===== src/rtl/led_trail_pwm.sv =====
// Comet-trail PWM stage: each LED is held at full brightness while selected, then decays to off.
// Define LED_TRAIL_GAMMA_EN to apply a squared (gamma) duty curve; the default build uses linear duty.
module led_trail_pwm #(
  parameter int N_LED      = 4,
  parameter int PWM_BITS   = 8,
  parameter int DECAY_DIV  = 250000,
  parameter int DECAY_STEP = 16
) (
  input  logic                      clk,
  input  logic                      nrst,
  input  logic [N_LED-1:0]          led_in,
  output logic [N_LED-1:0]          led_out,
  output logic [N_LED*PWM_BITS-1:0] level_o
);

  localparam int CNT_W = (DECAY_DIV > 1) ? $clog2(DECAY_DIV) : 1;
  localparam logic [PWM_BITS-1:0] MAX = '1;
  localparam logic [PWM_BITS-1:0] STEP = PWM_BITS'(DECAY_STEP);
  localparam logic [CNT_W-1:0] DIV_LAST = CNT_W'(DECAY_DIV - 1);

  typedef enum logic [1:0] {OFF, HOLD, FADE} state_t;

  logic [N_LED-1:0]    sync1_q, sync1_d;
  logic [N_LED-1:0]    led_s_q, led_s_d;
  logic [CNT_W-1:0]    presc_q, presc_d;
  logic                tick;
  logic [PWM_BITS-1:0] pwm_cnt_q, pwm_cnt_d;
  state_t              state_q  [N_LED];
  state_t              state_d  [N_LED];
  logic [PWM_BITS-1:0] level_q  [N_LED];
  logic [PWM_BITS-1:0] level_d  [N_LED];
  logic [PWM_BITS-1:0] shadow_q [N_LED];
  logic [PWM_BITS-1:0] shadow_d [N_LED];
  logic [PWM_BITS-1:0] duty     [N_LED];
  logic [N_LED-1:0]    led_out_q, led_out_d;
`ifdef LED_TRAIL_GAMMA_EN
  logic [2*PWM_BITS-1:0] duty_sq [N_LED];
`endif

  always_ff @(posedge clk or negedge nrst) begin
    if (!nrst) begin
      sync1_q   <= '0;
      led_s_q   <= '0;
      presc_q   <= '0;
      pwm_cnt_q <= '0;
      led_out_q <= '0;
      for (int i = 0; i < N_LED; i++) begin
        state_q[i]  <= OFF;
        level_q[i]  <= '0;
        shadow_q[i] <= '0;
      end
    end else begin
      sync1_q   <= sync1_d;
      led_s_q   <= led_s_d;
      presc_q   <= presc_d;
      pwm_cnt_q <= pwm_cnt_d;
      led_out_q <= led_out_d;
      for (int i = 0; i < N_LED; i++) begin
        state_q[i]  <= state_d[i];
        level_q[i]  <= level_d[i];
        shadow_q[i] <= shadow_d[i];
      end
    end
  end

  assign tick = (presc_q == DIV_LAST);

  always_comb begin
    sync1_d   = led_in;
    led_s_d   = sync1_q;
    presc_d   = tick ? '0 : presc_q + 1'b1;
    pwm_cnt_d = pwm_cnt_q + 1'b1;
  end

  // A fresh set from the sequencer always wins over a decay tick in the same cycle.
  always_comb begin
    for (int i = 0; i < N_LED; i++) begin
      state_d[i] = state_q[i];
      level_d[i] = level_q[i];
      case (state_q[i])
        OFF: begin
          level_d[i] = '0;
          if (led_s_q[i]) begin
            state_d[i] = HOLD;
            level_d[i] = MAX;
          end
        end
        HOLD: begin
          level_d[i] = MAX;
          if (!led_s_q[i]) state_d[i] = FADE;
        end
        FADE: begin
          if (led_s_q[i]) begin
            state_d[i] = HOLD;
            level_d[i] = MAX;
          end else if (tick) begin
            if (level_q[i] > STEP) begin
              level_d[i] = level_q[i] - STEP;
            end else begin
              level_d[i] = '0;
              state_d[i] = OFF;
            end
          end
        end
        default: begin
          state_d[i] = OFF;
          level_d[i] = '0;
        end
      endcase
    end
  end

  // Shadow only updates at the PWM period boundary so a duty change never splits a period.
  always_comb begin
    for (int i = 0; i < N_LED; i++) begin
      shadow_d[i] = (pwm_cnt_q == MAX) ? level_q[i] : shadow_q[i];
`ifdef LED_TRAIL_GAMMA_EN
      duty_sq[i] = {{PWM_BITS{1'b0}}, shadow_q[i]} * {{PWM_BITS{1'b0}}, shadow_q[i]};
      duty[i]    = duty_sq[i][2*PWM_BITS-1:PWM_BITS];
`else
      duty[i]    = shadow_q[i];
`endif
      led_out_d[i] = (shadow_q[i] == MAX) | (pwm_cnt_q < duty[i]);
    end
  end

  assign led_out = led_out_q;

  for (genvar g = 0; g < N_LED; g++) begin : g_level
    assign level_o[g*PWM_BITS +: PWM_BITS] = level_q[g];
  end

endmodule


===== config.mk =====
export PLATFORM = sky130hd
export DESIGN_NAME = led_trail_pwm
export DESIGN_NICKNAME = d
export VERILOG_FILES = /design/src/rtl/led_trail_pwm.sv
export SDC_FILE = /design/constraint.sdc
export NUM_CORES = 1
export LEC_CHECK = 0
export BUFFER_PORTS_ARGS = -buffer_cell sky130_fd_sc_hd__buf_4
export CAP_MARGIN = 20
export CORE_MARGIN = 2
export CORE_UTILIZATION = 54
export CTS_BUF_LIST = sky130_fd_sc_hd__clkbuf_16
export CTS_CLUSTER_DIAMETER = 120
export DETAILED_ROUTE_END_ITERATION = 12
export GPL_ROUTABILITY_DRIVEN = 0
export PLACE_DENSITY = 0.85
export SYNTH_ARGS = -nofsm -noshare
export SYNTH_HDL_FRONTEND = slang
export SYNTH_SLANG_ARGS = --single-unit

===== constraint.sdc =====
create_clock -name clk -period 2 [get_ports clk]
set_input_delay 0.1 -clock clk [delete_from_list [all_inputs] [get_ports clk]]
set_output_delay 0.1 -clock clk [all_outputs]
set_load 0.02 [all_outputs]

==> key figures <==
Logic synthesis
  • Post-Synth Simple-Gate Area: 0.175
  • Ys async rst share: 1.00
  • Syn_area_per_cell: 10.0 µm²
  • Ys flop type: dfrtp_1
  • Mux cell area share after synthesis: 0
  • Adder-cell share of the synthesized area: 0.106
  • Xor/xnor share of the synthesized area: 0.0431
  • EDFF count, synth: 0
  • Compound-Gate Fraction of Synth Area: 0.136
  • Largest family of logic cells by synthesized area: simple AND/OR/NAND/NOR gates
  • Synthesized area: 4470 µm²
  • Post-Syn Nets: between 400 and 500
  • Yosys warning count: 0
  • Register area share after synthesis: 0.481
  • Yosys reg bits: 86
  • Syn Inst Count: 447
  • Unique masters post-synth: 43

Worst setup path
  • CP peak stage delay: 0.53 ns
  • Arr. time, crit path: about 2.3 ns
  • CP Capture Type: register
  • Worst path slowest cell: or4_4
  • Worst path cell trace: nor4bb_2, nand2b_4, or3_4, or4_4, o211ai_1
  • Crit start category: register
  • Max Fanout on Critical Path: 4
  • Critical Path RT: 2.24 ns
  • Setup CP Type: reg2reg

Floorplanning
  • Core ar.: 8130 µm²
  • Row cnt: 33
  • Initial Utilization: 0.550
  • Io pins: 42
  • Die Y: 95.0 µm
  • Die width: 95.0 µm
  • Die footprint: 9030 µm²

Cells and area
  • Share of layout cells above drive strength 1: 0.196
  • Final Util: 0.667
  • Non-Filler Instances: between 600 and 700
  • Layout Nets: about 550
  • FF/Latch Area: 2150 µm²
  • Footprint of the multi-input gates: 2130 µm²
  • N_diodes: 0
  • Fill cell count: 594
  • Syn-to-layout area delta: 21.2%

Timing
  • Clock Skew: 0.00523 ns
  • F_max: around 0.49 GHz
  • Final setup viols: 5
  • Slew Viols, Final: 0
  • Unrepaired setup endpoints after global routing: true
  • Worst Setup Slack, final: -0.0596 ns
  • Hold slack: 0.348 ns
  • Relative slew slack: 0.536
  • Final hold violation count: 0
  • Min Tclk post-route: 2.06 ns
  • Tcrit/Tclk final: 1.03
  • Slew at the pin with the worst max-slew slack: 0.695 ns

Clock tree
  • CTS Buf Count: 9
  • CTS sink cnt: 86
  • Skew-Pair Late Insertion Delay: about 0.33 ns
  • Clock buffer depth: 2
  • Reg clk slew, reported paths: approximately 0.060 ns
  • CTS tree: yes
  • Root buffer cell: clkbuf_16
  • H-tree depth: 3

Placement
  • Port Buffers: 41
  • Detail Placement HPWL: 7030 µm
  • Pre-CTS WS: -0.0631 ns
  • Number of instances in the placed design: 597

Power
  • Sw frac: 0.273
  • Cell Int Power: 3.00 mW
  • Comb power frac: 0.120
  • Clock power frac: 0.407
  • Pwr/cell area: 760 nW/µm²
  • Maximum VDD drop: about 0.44 mV
  • Leak: 2.47 nW
  • Pwr Total: approximately 4 mW
  • Switch Pwr: 1.12 mW
  • Part of the power in registers: 0.473

Routing
  • 1st-iter DRT viols: 334
  • Post-DRT Antenna Nets: 0
  • Vias per inst: 5.85
  • Post-route DRC: 0
  • Wire per inst: 16.7 µm
  • Routed Wire Length: 10300 µm
  • Routed vias: 3621
  • 1st-pass router iterations: 4

Global routing
  • First-pass GRT wire length: 16700 µm
  • Initial antenna violation count: 0
  • Congestion Overflow GR: 0
  • Vias in the first global route: ~3600
  • Overall routing resource usage: 0.238
  • Largest net degree at the start of global routing: 55

Flow run
  • Max-cap violation count: 0

Status
  • Status: complete, but fails checks
  • Failing checks: setup timing

Min path
  • HP Class: reg2reg
## registers in the layout, indices dropped and copies added (netlist names)
register   count
state_q        8
led_s_q        4
duty          20
led_out        4
presc_q       18
led_s_d        4
level_o       20
pwm_cnt_q      8
## routing by layer
layer  share of wire  routed length [µm]  track usage
met1            0.42                4300        0.303
met2            0.53                5500        0.424
met3           0.040                 411       0.0269
met4           0.011                 110       0.0821
met5               0                   0            0
## area by class of cell
type                            instances  share of cell area
Clock buffer                            9              0.0415
Clock inverter                          7              0.0134
Inverter                               34              0.0235
Sequential cell                        86               0.397
Multi-Input combinational cell        304               0.393
Timing Repair Buffer                   74               0.107
Tap cell                              105              0.0242
## stage by stage
stage	setup TNS, ns	instance area [µm²]
3_3_place_gp	-0.000363	4980
5_1_grt	-0.958	5420
2_1_floorplan	-0.167	4470
3_5_place_dp	-0.242	4980
6_report	-0.184	5420
4_1_cts	-0.0479	5350
## cell usage after synthesis (7+ instances only)
master | count | area [µm²]
nor2_1 | 24 | 90.1
nand4_1 | 11 | 68.8
xor2_1 | 14 | 123
clkbuf_1 | 9 | 33.8
nand3_1 | 19 | 95.1
a21oi_1 | 13 | 65.1
o21ai_0 | 33 | 165
a21o_1 | 13 | 97.6
dfrtp_1 | 86 | 2150
buf_4 | 12 | 90.1
inv_1 | 34 | 128
nand2_1 | 40 | 150
or3_1 | 7 | 43.8
nand2b_1 | 10 | 62.6
xnor2_1 | 8 | 70.1
ha_1 | 38 | 475
## repair_timing
item | in CTS | in global routing
hold buffers | 5 | 0
hold endpoints to repair | 56 | 0
setup buffers | 0 | 1
resized for setup | 4 | 18
pin swaps | 0 | 4
endpoints found under the setup margin | 9 | 16
## worst max-delay path: cells and delay by family (launching register included)
kind,cells,cell delay (ns)
and+or+nand+nor,4,1.47
DFF,1,0.39
AOI/OAI and AO/OA,1,0.11
## power groups by stage
stage | Clock (mW) | Combinational, mW | Sequential, mW
finish | 1.68 | 0.493 | 1.95
global route | 1.77 | 0.541 | 1.96
CTS | 1.70 | 0.488 | 1.94
detailed placement | 0 | 0.475 | 1.97
global placement | 0 | 0.462 | 1.97
floorplan | 0 | 0.243 | 1.99
## kinds of logic after synthesis
family | count (synthesis)
simple gates | 150
compound gates | 94
flops | 86
buf+inv | 57
fa+ha+maj | 38
xor+xnor | 22
## cell usage in the layout (no fill, tap or decap), types with 4 or more instances in the layout
master and count:
a211oi_1 4, a21o_1 13, a21oi_1 13, a311o_1 4, and2_1 4, and3_1 6, buf_4 66, clkbuf_16 9
dfrtp_1 86, dlygate4sd3_1 5, ha_1 38, inv_1 34, nand2_1 40, nand2b_1 9, nand3_1 17, nand4_1 11
nand4b_1 4, nor2_1 24, nor2b_1 6, nor3_1 5, o21ai_0 31, o311ai_1 5, o31ai_1 6, or3_1 5
or4_4 4, xnor2_1 8, xor2_1 14
## final timing paths
path,from,to,slack (ns),cells after the start
worst max-delay path,presc_q[8],level_o[5],-0.06,5
worst min register to register,led_s_d[3],led_s_q[3],0.35,0
worst min-delay path,led_s_d[3],led_s_q[3],0.35,0
max in group asynchronous,nrst,duty[23],0.92,3
min in group asynchronous,nrst,duty[27],0.36,2
worst max register to register,presc_q[8],level_o[5],-0.06,5
Power figures use the tool's default switching activity.
